--- src/rtl/wb_pkg.sv ---
// ============================================================================
// Module : wb_pkg
// Brief  : Shared widths, source indices and arbitration modes for write-back.
// Rev    : 1.0  initial release
// ============================================================================
`default_nettype none

package wb_pkg;

    localparam int DEF_NUM_SRC = 6;
    localparam int DEF_DATA_W  = 32;
    localparam int DEF_CODE_W  = 8;
    localparam int DEF_DEPTH   = 2;

    typedef enum logic [2:0] {
        SRC_ALU   = 3'd0,
        SRC_STACK = 3'd1,
        SRC_UART  = 3'd2,
        SRC_SCHED = 3'd3,
        SRC_JMP   = 3'd4,
        SRC_DMA   = 3'd5
    } wb_src_e;

    localparam int ARB_FIXED = 0;
    localparam int ARB_RR    = 1;

    // Next round-robin start position after a grant to idx.
    function automatic int wrap_inc(input int idx, input int n);
        return (idx + 1 >= n) ? 0 : idx + 1;
    endfunction

endpackage

`default_nettype wire

--- src/rtl/wb_src_fifo.sv ---
// ============================================================================
// Module : wb_src_fifo
// Brief  : Per-source write-back queue; ready reflects occupancy before pop.
// Rev    : 1.0  initial release
// ============================================================================
`default_nettype none

module wb_src_fifo #(
    parameter int DEPTH = 2,
    parameter int WIDTH = 40
) (
    input  logic             clk,
    input  logic             rst_n,
    input  logic             i_flush,
    input  logic             i_push,
    input  logic [WIDTH-1:0] i_data,
    input  logic             i_pop,
    output logic [WIDTH-1:0] o_data,
    output logic             o_ready,
    output logic             o_empty
);

    localparam int PTR_W = $clog2(DEPTH);
    localparam int CNT_W = PTR_W + 1;

    logic [WIDTH-1:0] r_mem [DEPTH];
    logic [PTR_W-1:0] r_wr_ptr;
    logic [PTR_W-1:0] r_rd_ptr;
    logic [CNT_W-1:0] r_count;
    logic             w_push;
    logic             w_pop;

    assign o_ready = (r_count < CNT_W'(DEPTH));
    assign o_empty = (r_count == '0);
    assign o_data  = r_mem[r_rd_ptr];
    assign w_push  = i_push && o_ready;
    assign w_pop   = i_pop && !o_empty;

    always_ff @(posedge clk or negedge rst_n) begin
        if (!rst_n) begin
            r_wr_ptr <= '0;
            r_rd_ptr <= '0;
            r_count  <= '0;
        end else if (i_flush) begin
            r_wr_ptr <= '0;
            r_rd_ptr <= '0;
            r_count  <= '0;
        end else begin
            if (w_push) r_wr_ptr <= r_wr_ptr + 1'b1;
            if (w_pop)  r_rd_ptr <= r_rd_ptr + 1'b1;
            case ({w_push, w_pop})
                2'b10:   r_count <= r_count + 1'b1;
                2'b01:   r_count <= r_count - 1'b1;
                default: r_count <= r_count;
            endcase
        end
    end

    // Storage needs no reset: an entry is only read once its count covers it.
    always_ff @(posedge clk) begin
        if (w_push && !i_flush) r_mem[r_wr_ptr] <= i_data;
    end

endmodule

`default_nettype wire

--- src/rtl/write_back_arbiter.sv ---
// ============================================================================
// Module : write_back_arbiter
// Brief  : Queues writes from NUM_SRC sources and emits one per cycle.
// Rev    : 1.0  initial release
// ============================================================================
`default_nettype none

module write_back_arbiter
    import wb_pkg::*;
#(
    parameter int NUM_SRC = DEF_NUM_SRC,
    parameter int DATA_W  = DEF_DATA_W,
    parameter int CODE_W  = DEF_CODE_W,
    parameter int DEPTH   = DEF_DEPTH,
    parameter int RR_MODE = ARB_FIXED
) (
    input  logic                       clk,
    input  logic                       rst_n,
    input  logic                       flush,
    input  logic [NUM_SRC-1:0]         src_valid,
    input  logic [NUM_SRC*CODE_W-1:0]  src_code,
    input  logic [NUM_SRC*DATA_W-1:0]  src_data,
    output logic [NUM_SRC-1:0]         src_ready,
    output logic                       REG_write_back_flag,
    output logic [CODE_W-1:0]          REG_write_back_code,
    output logic [DATA_W-1:0]          REG_write_back_data,
    output logic                       idle
);

    localparam int ENT_W = DATA_W + CODE_W;
    localparam int PTR_W = (NUM_SRC > 1) ? $clog2(NUM_SRC) : 1;

    logic [NUM_SRC-1:0] w_empty;
    logic [NUM_SRC-1:0] w_pop;
    logic [ENT_W-1:0]   w_head [NUM_SRC];
    logic               w_grant_vld;
    logic [PTR_W-1:0]   w_grant_idx;
    logic [PTR_W-1:0]   w_scan_idx;
    int                 w_start;
    logic [PTR_W-1:0]   r_ptr;

    generate
        for (genvar i = 0; i < NUM_SRC; i++) begin : g_src
            wb_src_fifo #(
                .DEPTH (DEPTH),
                .WIDTH (ENT_W)
            ) u_fifo (
                .clk     (clk),
                .rst_n   (rst_n),
                .i_flush (flush),
                .i_push  (src_valid[i]),
                .i_data  ({src_code[i*CODE_W +: CODE_W], src_data[i*DATA_W +: DATA_W]}),
                .i_pop   (w_pop[i]),
                .o_data  (w_head[i]),
                .o_ready (src_ready[i]),
                .o_empty (w_empty[i])
            );
        end
    endgenerate

    // Scan from the round-robin pointer (or from 0) and take the first non-empty head.
    always_comb begin
        w_grant_vld = 1'b0;
        w_grant_idx = '0;
        w_scan_idx  = '0;
        w_start     = (RR_MODE == ARB_RR) ? int'(r_ptr) : 0;
        for (int k = 0; k < NUM_SRC; k++) begin
            w_scan_idx = PTR_W'((w_start + k) % NUM_SRC);
            if (!w_grant_vld && !w_empty[w_scan_idx]) begin
                w_grant_vld = 1'b1;
                w_grant_idx = w_scan_idx;
            end
        end
    end

    assign w_pop = (w_grant_vld && !flush) ? (NUM_SRC'(1) << w_grant_idx) : '0;
    assign idle  = (&w_empty) && !REG_write_back_flag;

    always_ff @(posedge clk or negedge rst_n) begin
        if (!rst_n) begin
            REG_write_back_flag <= 1'b0;
            REG_write_back_code <= '0;
            REG_write_back_data <= '0;
            r_ptr               <= '0;
        end else if (flush) begin
            REG_write_back_flag <= 1'b0;
            r_ptr               <= '0;
        end else if (w_grant_vld) begin
            REG_write_back_flag <= 1'b1;
            REG_write_back_code <= w_head[w_grant_idx][ENT_W-1 -: CODE_W];
            REG_write_back_data <= w_head[w_grant_idx][DATA_W-1:0];
            r_ptr               <= PTR_W'(wrap_inc(int'(w_grant_idx), NUM_SRC));
        end else begin
            REG_write_back_flag <= 1'b0;
        end
    end

endmodule

`default_nettype wire

--- config.mk ---
export PLATFORM = sky130hd
export DESIGN_NAME = write_back_arbiter
export DESIGN_NICKNAME = d
export VERILOG_FILES = /design/src/rtl/wb_pkg.sv /design/src/rtl/wb_src_fifo.sv /design/src/rtl/write_back_arbiter.sv
export SDC_FILE = /design/constraint.sdc
export NUM_CORES = 1
export LEC_CHECK = 0
export BUFFER_PORTS_ARGS = -buffer_cell sky130_fd_sc_hd__buf_4
export CAP_MARGIN = 20
export CORE_ASPECT_RATIO = 0.6
export CORE_MARGIN = 3
export CORE_UTILIZATION = 62
export CTS_CLUSTER_SIZE = 10
export DETAILED_ROUTE_END_ITERATION = 8
export GPL_TIMING_DRIVEN = 1
export PLACE_DENSITY = 0.85
export SETUP_SLACK_MARGIN = 0.3
export SLEW_MARGIN = 20
export SYNTH_ARGS = -nofsm -noshare
export SYNTH_HDL_FRONTEND = slang
export SYNTH_SLANG_ARGS = --single-unit
--- constraint.sdc ---
create_clock -name clk -period 12.2 [get_ports clk]
set_input_delay 0 -clock clk [delete_from_list [all_inputs] [get_ports clk]]
set_output_delay 0 -clock clk [all_outputs]
set_load 0.01 [all_outputs]
After elaboration in Yosys (flattened, before gate mapping)
Memory sizes are Yosys's and may differ from the RTL's.
Cells that the tools add are included.
W data, S select, Z words.

storage, ports and cells
  register bits = 65
  memories = 6
  input port bits = 249
  logic and storage cells = 201
  output and inout port bits = 48
  RAM bits = 480

memories
  name                   words  bits a word  rd ports  clocked after Yosys merged registers in  write ports  line               text
  g_src[0].u_fifo.r_mem  2      40           1         0                                        1            wb_src_fifo.sv:26  logic [WIDTH-1:0] r_mem [DEPTH];
  g_src[1].u_fifo.r_mem  2      40           1         0                                        1            wb_src_fifo.sv:26
  g_src[2].u_fifo.r_mem  2      40           1         0                                        1            wb_src_fifo.sv:26
  g_src[3].u_fifo.r_mem  2      40           1         0                                        1            wb_src_fifo.sv:26
  g_src[4].u_fifo.r_mem  2      40           1         0                                        1            wb_src_fifo.sv:26
  g_src[5].u_fifo.r_mem  2      40           1         0                                        1            wb_src_fifo.sv:26

cells by class
  reduce and logical (&&, ||, !) cells = 63
  shift operators = 1
  bitwise operators = 2
  $add $sub $neg = 24
  $lt $le $gt $ge = 7
  eq/ne operators = 12
  mux-type cells = 65

operators by type and width
  kind                   number
  $bmux W40 S3           1
  $mux W40               2
  $mux W1                45
  $logic_and A1 B1 Y1    25
  $pmux W2 S2            6
  $reduce_bool A2 Y1     12
  $reduce_bool A3 Y1     6
  $mux W2                7
  $add A1 B1 Y1 const B  12
  $add A2 B1 Y2 const B  6
  $eq A2 B1 Y1 const B   6
  $eq A2 B2 Y1 const B   6
  $logic_not A1 Y1       12
  $logic_not A2 Y1       6
  $lt A2 B2 Y1 const B   6
  $sub A2 B1 Y2 const B  6
  $mux W3                3
  $mux W6                1
  $reduce_and A6 Y1      1
  $shl A1 B3 Y6 const A  1
  $ge A4 B4 Y1 const B   1
  $not A3 Y4             1
  $reduce_and A2 Y1      1
  $not A1 Y1             1

Depth between registers and ports, before layout
  word-level depth = 22
  depth in mapped cells = 8
  gate-level depth less buffers = 5

Hierarchy
Synthesis repeated with hierarchy kept, for this count alone.

unflattened totals
  cells, all modules = 1,268
  area, all modules = 22,291.4 um^2

by module, submodules not included
  module                              times used  area each (um^2)  cells an instance
  wb_src_fifo at g_src[1].u_fifo ...  4           3,131.8           147
  wb_src_fifo at g_src[0].u_fifo ...  2           3,280.6           148
  write_back_arbiter                  1           3,203.1           384

Worst setup path after synthesis
Ideal clock, no wire load.

  kind = register to register
  start = reg g_src[1].u_fifo.r_count[1]
  end = mem g_src[1].u_fifo.r_mem[0][0], enable pin
  clock period less this slack = 5.306 ns
  setup time = 0.552 ns
  data required time = 11.648 ns
  path slack = 6.894 ns
  arrival = 4.754 ns
  cell stages (with the launch flop) = 3
  path through = dfrtp_1 buf_4 nor4b_1

between the ends
  word-level cells in the longest chain between the ends = 5

ends and longest elaborated chain
  item                           line               text
  start, declared                wb_src_fifo.sv:29  logic [CNT_W-1:0] r_count;
  start signal, assigned         wb_src_fifo.sv:52  2'b10: r_count <= r_count + 1'b1;
  start signal, assigned         wb_src_fifo.sv:53  2'b01: r_count <= r_count - 1'b1;
  start signal, assigned         wb_src_fifo.sv:54  default: r_count <= r_count;
  $lt A2 B2 Y1                   wb_src_fifo.sv:33  assign o_ready = (r_count < CNT_W'(DEPTH));
  $logic_and A1 B1 Y1            wb_src_fifo.sv:36  assign w_push = i_push && o_ready;
  $logic_and A1 B1 Y1            wb_src_fifo.sv:61  if (w_push && !i_flush) r_mem[r_wr_ptr] <= i_data;
  $mux W1                        wb_src_fifo.sv:61
  $mux W1 (not written as such)  wb_src_fifo.sv:61
  end, declared                  wb_src_fifo.sv:26

No other way between the ends.

Worst setup path in the final report
  start = reg g_src[1].u_fifo.r_count[1]
  end = reg REG_write_back_data[23]

between the ends
  word-level cells in the longest chain between the ends = 20

ends and longest elaborated chain
  item                                         line                      text
  $logic_not A2 Y1 *                           wb_src_fifo.sv:34         assign o_empty = (r_count == '0);
  $logic_not A1 Y1 *                           write_back_arbiter.sv:69  if (!w_grant_vld && !w_empty[w_scan_idx]) begin
  $logic_and A1 B1 Y1 *                        write_back_arbiter.sv:69
  $mux W1                                      write_back_arbiter.sv:69
  $logic_not A1 Y1                             write_back_arbiter.sv:69
  $logic_and A1 B1 Y1                          write_back_arbiter.sv:69
  $mux W1                                      write_back_arbiter.sv:69
  $logic_not A1 Y1                             write_back_arbiter.sv:69
  [3 not listed]                               --
  $logic_and A1 B1 Y1                          write_back_arbiter.sv:69
  $mux W1                                      write_back_arbiter.sv:69
  $logic_not A1 Y1                             write_back_arbiter.sv:69
  $logic_and A1 B1 Y1                          write_back_arbiter.sv:69
  $mux W3                                      write_back_arbiter.sv:69
  $not A3 Y4 (not written as such)             write_back_arbiter.sv:91  REG_write_back_data <= w_head[w_grant_idx][DATA_W-1:0];
  $bmux W40 S3                                 write_back_arbiter.sv:91
  $mux W40 (not written as such) (2 in a row)  write_back_arbiter.sv:91
  end signal, assigned                         write_back_arbiter.sv:91
  end, declared                                write_back_arbiter.sv:26  output logic [DATA_W-1:0] REG_write_back_data,

Mark *: on every way between the ends. The rest lies on a longest branch, timed or not. The select of a mux whose other input is x is not followed.
A chain may end at the register's enable or synchronous reset.

==> results by group <==
Timing
  – Actual slew at the worst max-slew pin: between 1 and 1.5 ns
  – Final Hold Fails: 0
  – Final setup violation count: 0
  – Final worst path period share: approximately a quarter
  – Clk_skew: roughly 0.023 ns
  – Relative slew slack: between 20% and 30%
  – Fmax: about 0.33 GHz
  – Final count of pins violating max slew: 0
  – Setup ws final: between 9 and 10 ns
  – RSZ-0062 raised after global routing: no
  – Tmin final: around 3 ns
  – Final setup TNS: 0 ns

Floorplanning
  – Row count: 52
  – Initial Utilization: between 60% and 70%
  – Die ar.: between 30000 and 40000 sq um
  – Die W: approximately 250 um
  – I/O pins: 297
  – Die height: 151.6 um
  – Core Region: 34290 sq um

CTS
  – Clock latency on the worst-skew pair: roughly 0.60 ns
  – Post_cts resized: 0
  – H-tree depth: 2
  – CTS clock-pin slew for the worst setup and hold paths: 0.06 ns
  – Clock root cell: clkbuf_16
  – Num CTS Buffers: 60
  – Clock Tree Buf Depth: 3
  – Total clock sinks: around 550
  – TritonCTS clock tree: yes

Synthesis
  – Dominant cells by area after synthesis: edfxtp_1 66%, mux2_2 10%, dfrtp_1 7.4%
  – Number of synthesized flops with an enable pin: 480
  – Cells after Synth: between 1000 and 1500
  – Mapped Area: ~22000 sq um
  – Top post-synthesis cells by count: 480 x edfxtp_1, 199 x mux2_2, 68 x nor2_1
  – Mapped Nets: roughly 1500
  – Most used DFF post-synth: edfxtp_1
  – Synth warnings: 0
  – Synth area leader: edfxtp_1
  – Mean Syn Cell Area: about 18 sq um
  – Cell with the most instances after synthesis: edfxtp_1
  – Number of synthesized register bits: around 550
  – Netlist cell types: 51
  – Async set-reset flop share out of synthesis: approximately an eighth
  – Area fraction of the dominant cell type after synthesis: about two thirds
  – Seq/Total Area, Yosys: between 70% and 80%

Drt
  – Total iterations of the first detailed-routing run: 6
  – Avg WL per Cell: between 20 and 30 um
  – Vias post-DR: 14210
  – Wirelength, routed: roughly 65000 um
  – DR vias/cell: between 6 and 7
  – DRC: 0
  – Drt initial violations: ~1800
  – Routed Antenna Nets: 0

Global route
  – Met2 usage: a little over half
  – Met3 GRT Util: 11.21%
  – Global-route wire length before repair: around 94000 um
  – GRT Util Overall: between 30% and 40%
  – Met1 usage: around 49%
  – Vias in the first global route: approximately 14000
  – Maximum number of pins on one net before global-route repair: 66
  – Initial antenna violation count: 6
  – GR peak layer: met2
  – Grt total ovfl: 0

Setup path
  – Critical Path Max Stage Delay: approximately 0.73 ns
  – CP startpoint: g_src[1].u_fifo.r_count[1]
  – Worst endpoint required time: 12.70 ns
  – FF-to-FF Start: g_src[1].u_fifo.r_count[1]
  – Critical path type: register to register
  – Max FO, Critical Path: 39
  – Nature of the critical path startpoint: register
  – Setup crit end kind: register
  – Crit path DAT: ~3.5 ns
  – CP max stage cell: nand2b_2
  – Cell Chain, Critical Path: nor4_2 > nand2_2 > nand2b_2 > a221oi_1 > a211oi_2

Power and ir drop
  – Internal power: roughly 3.6 mW
  – Clk pwr share: 32.8%
  – Flop pwr share: between 40% and 50%
  – Combinational share of power: between 20% and 30%
  – Sw frac: 28.78%
  – LEAKAGE: 10.21 nW
  – Power Density: approximately 180 nW/um^2
  – Switch Pwr: ~1.5 mW
  – Worst VDD drop: 162.1 uV

Hold path
  – Hold crit path type: primary input to register
  – Hold Path Origin: src_code[34]

Final layout
  – Design Area, Final: about 29000 sq um
  – Area grow syn2layout: 31.24%
  – Post-layout net count: around 2000
  – FILL cells: ~1600
  – Layout cell share with drive strength beyond 1: between 30 and 40%

Placed design
  – RD Place Congestion: between 0.9 and 1
  – Placed inst area: roughly 25000 sq um
  – Dpl hpwl: 39780 um
  – Pre-CTS WS: 9.284 ns
  – IO Port Bufs: 296

Run status
  – Status: completed

Flow run
  – Max-cap viol count: 0
[final timing paths]
| path | endpoint | depth (start not counted) | slack, ns |
|---|---|---|---|
| worst max register to register | REG_write_back_data[23] | 5 | 9.15 |
| worst min-delay path | g_src[4].u_fifo.r_mem[0][34] | 2 | 0.13 |
| worst max-delay path | REG_write_back_data[23] | 5 | 9.15 |
| max in group asynchronous | g_src[3].u_fifo.r_rd_ptr | 2 | 11.37 |
| worst min register to register | REG_write_back_data[20] | 2 | 0.57 |
| min in group asynchronous | REG_write_back_data[5] | 2 | 0.15 |
[power by group through the flow]
stage          Clock (mW)  Sequential, mW  Combinational [mW]
6_report             1.65            2.33                1.05
5_1_grt              1.73            2.35                1.10
3_3_place_gp            0            2.36               0.934
3_5_place_dp            0            2.37               0.955
2_1_floorplan           0            2.33               0.562
4_1_cts              1.64            2.33                1.03
[repair_timing]
item                                    CTS  global route
buffers inserted                          0             0
endpoints found under the hold margin   568             0
endpoints found under the setup margin    0             0
hold buffers                            250             0
[flip-flops by register name, indices dropped and copies added (netlist names)]
signal	count
g_src.u_fifo.r_wr_ptr	6
g_src.u_fifo.r_rd_ptr	6
g_src.u_fifo.r_mem	480
REG_write_back_data	32
REG_write_back_flag	1
REG_write_back_code	8
g_src.u_fifo.r_count	12
[routing by layer]
layer	share of wire (%)	up-vias
li1	-	6036
met1	40	7147
met2	45	931
met3	12	96
met4	2.0	0
met5	0	-
[critical path, delay by kind of cell, from the launching register on]
kind	cells	cell delay (ns)
AOI/OAI and AO/OA	2	0.68
DFF	1	0.57
and+or+nand+nor	3	1.69
[cell families (layout without fill, tap and decap cells)]
logic type,Yosys count,after routing,share of synthesized area [%]
AOI/OAI and AO/OA,197,197,8.568
muxes,241,241,12.14
and+or+nand+nor,157,157,3.357
DFF,545,545,73.18
other,0,6,0
xor gates and xnor gates,12,12,0.4795
buffers and inverters,91,687,2.272
[area by class of cell]
cell class	count	area, sq um	area share [%]
Clock buffer	110	1710	5.946
Inverter	6	22.52	0.07829
Tap cell	459	574.3	1.996
Clock inverter	3	23.77	0.08264
Timing Repair Buffer	568	4887	16.99
Antenna cell	6	15.01	0.05219
Sequential cell	545	16050	55.79
Multi-Input combinational cell	607	5485	19.07
[metrics by stage]
| stage | power, mW | hold WS [ns] | cells | util, % |
|---|---|---|---|---|
| after floorplan | 2.895 | -0.2956 | 1243 | - |
| after global placement | 3.293 | 0.1852 | 1934 | 71.43 |
| after detailed placement | 3.321 | 0.1874 | 1934 | 71.47 |
| after CTS | 4.995 | 0.1151 | 2297 | 83.82 |
| after global routing | 5.184 | 0.1246 | 2304 | 83.90 |
| final | 5.043 | 0.1262 | 2304 | 83.90 |
[cells in the final DEF, fill, tap and decap left out, types with 15 or more instances in the layout]
master	instances
a211oi_2	39
a21oi_1	15
a221oi_1	63
a221oi_2	17
buf_4	317
clkbuf_1	49
clkbuf_16	61
dfrtp_1	59
dlygate4sd3_1	250
edfxtp_1	480
mux2_2	199
mux2i_1	42
nand2_1	52
nor2_1	67
o211ai_1	40
Note: power is estimated with default switching activity, not from simulation.
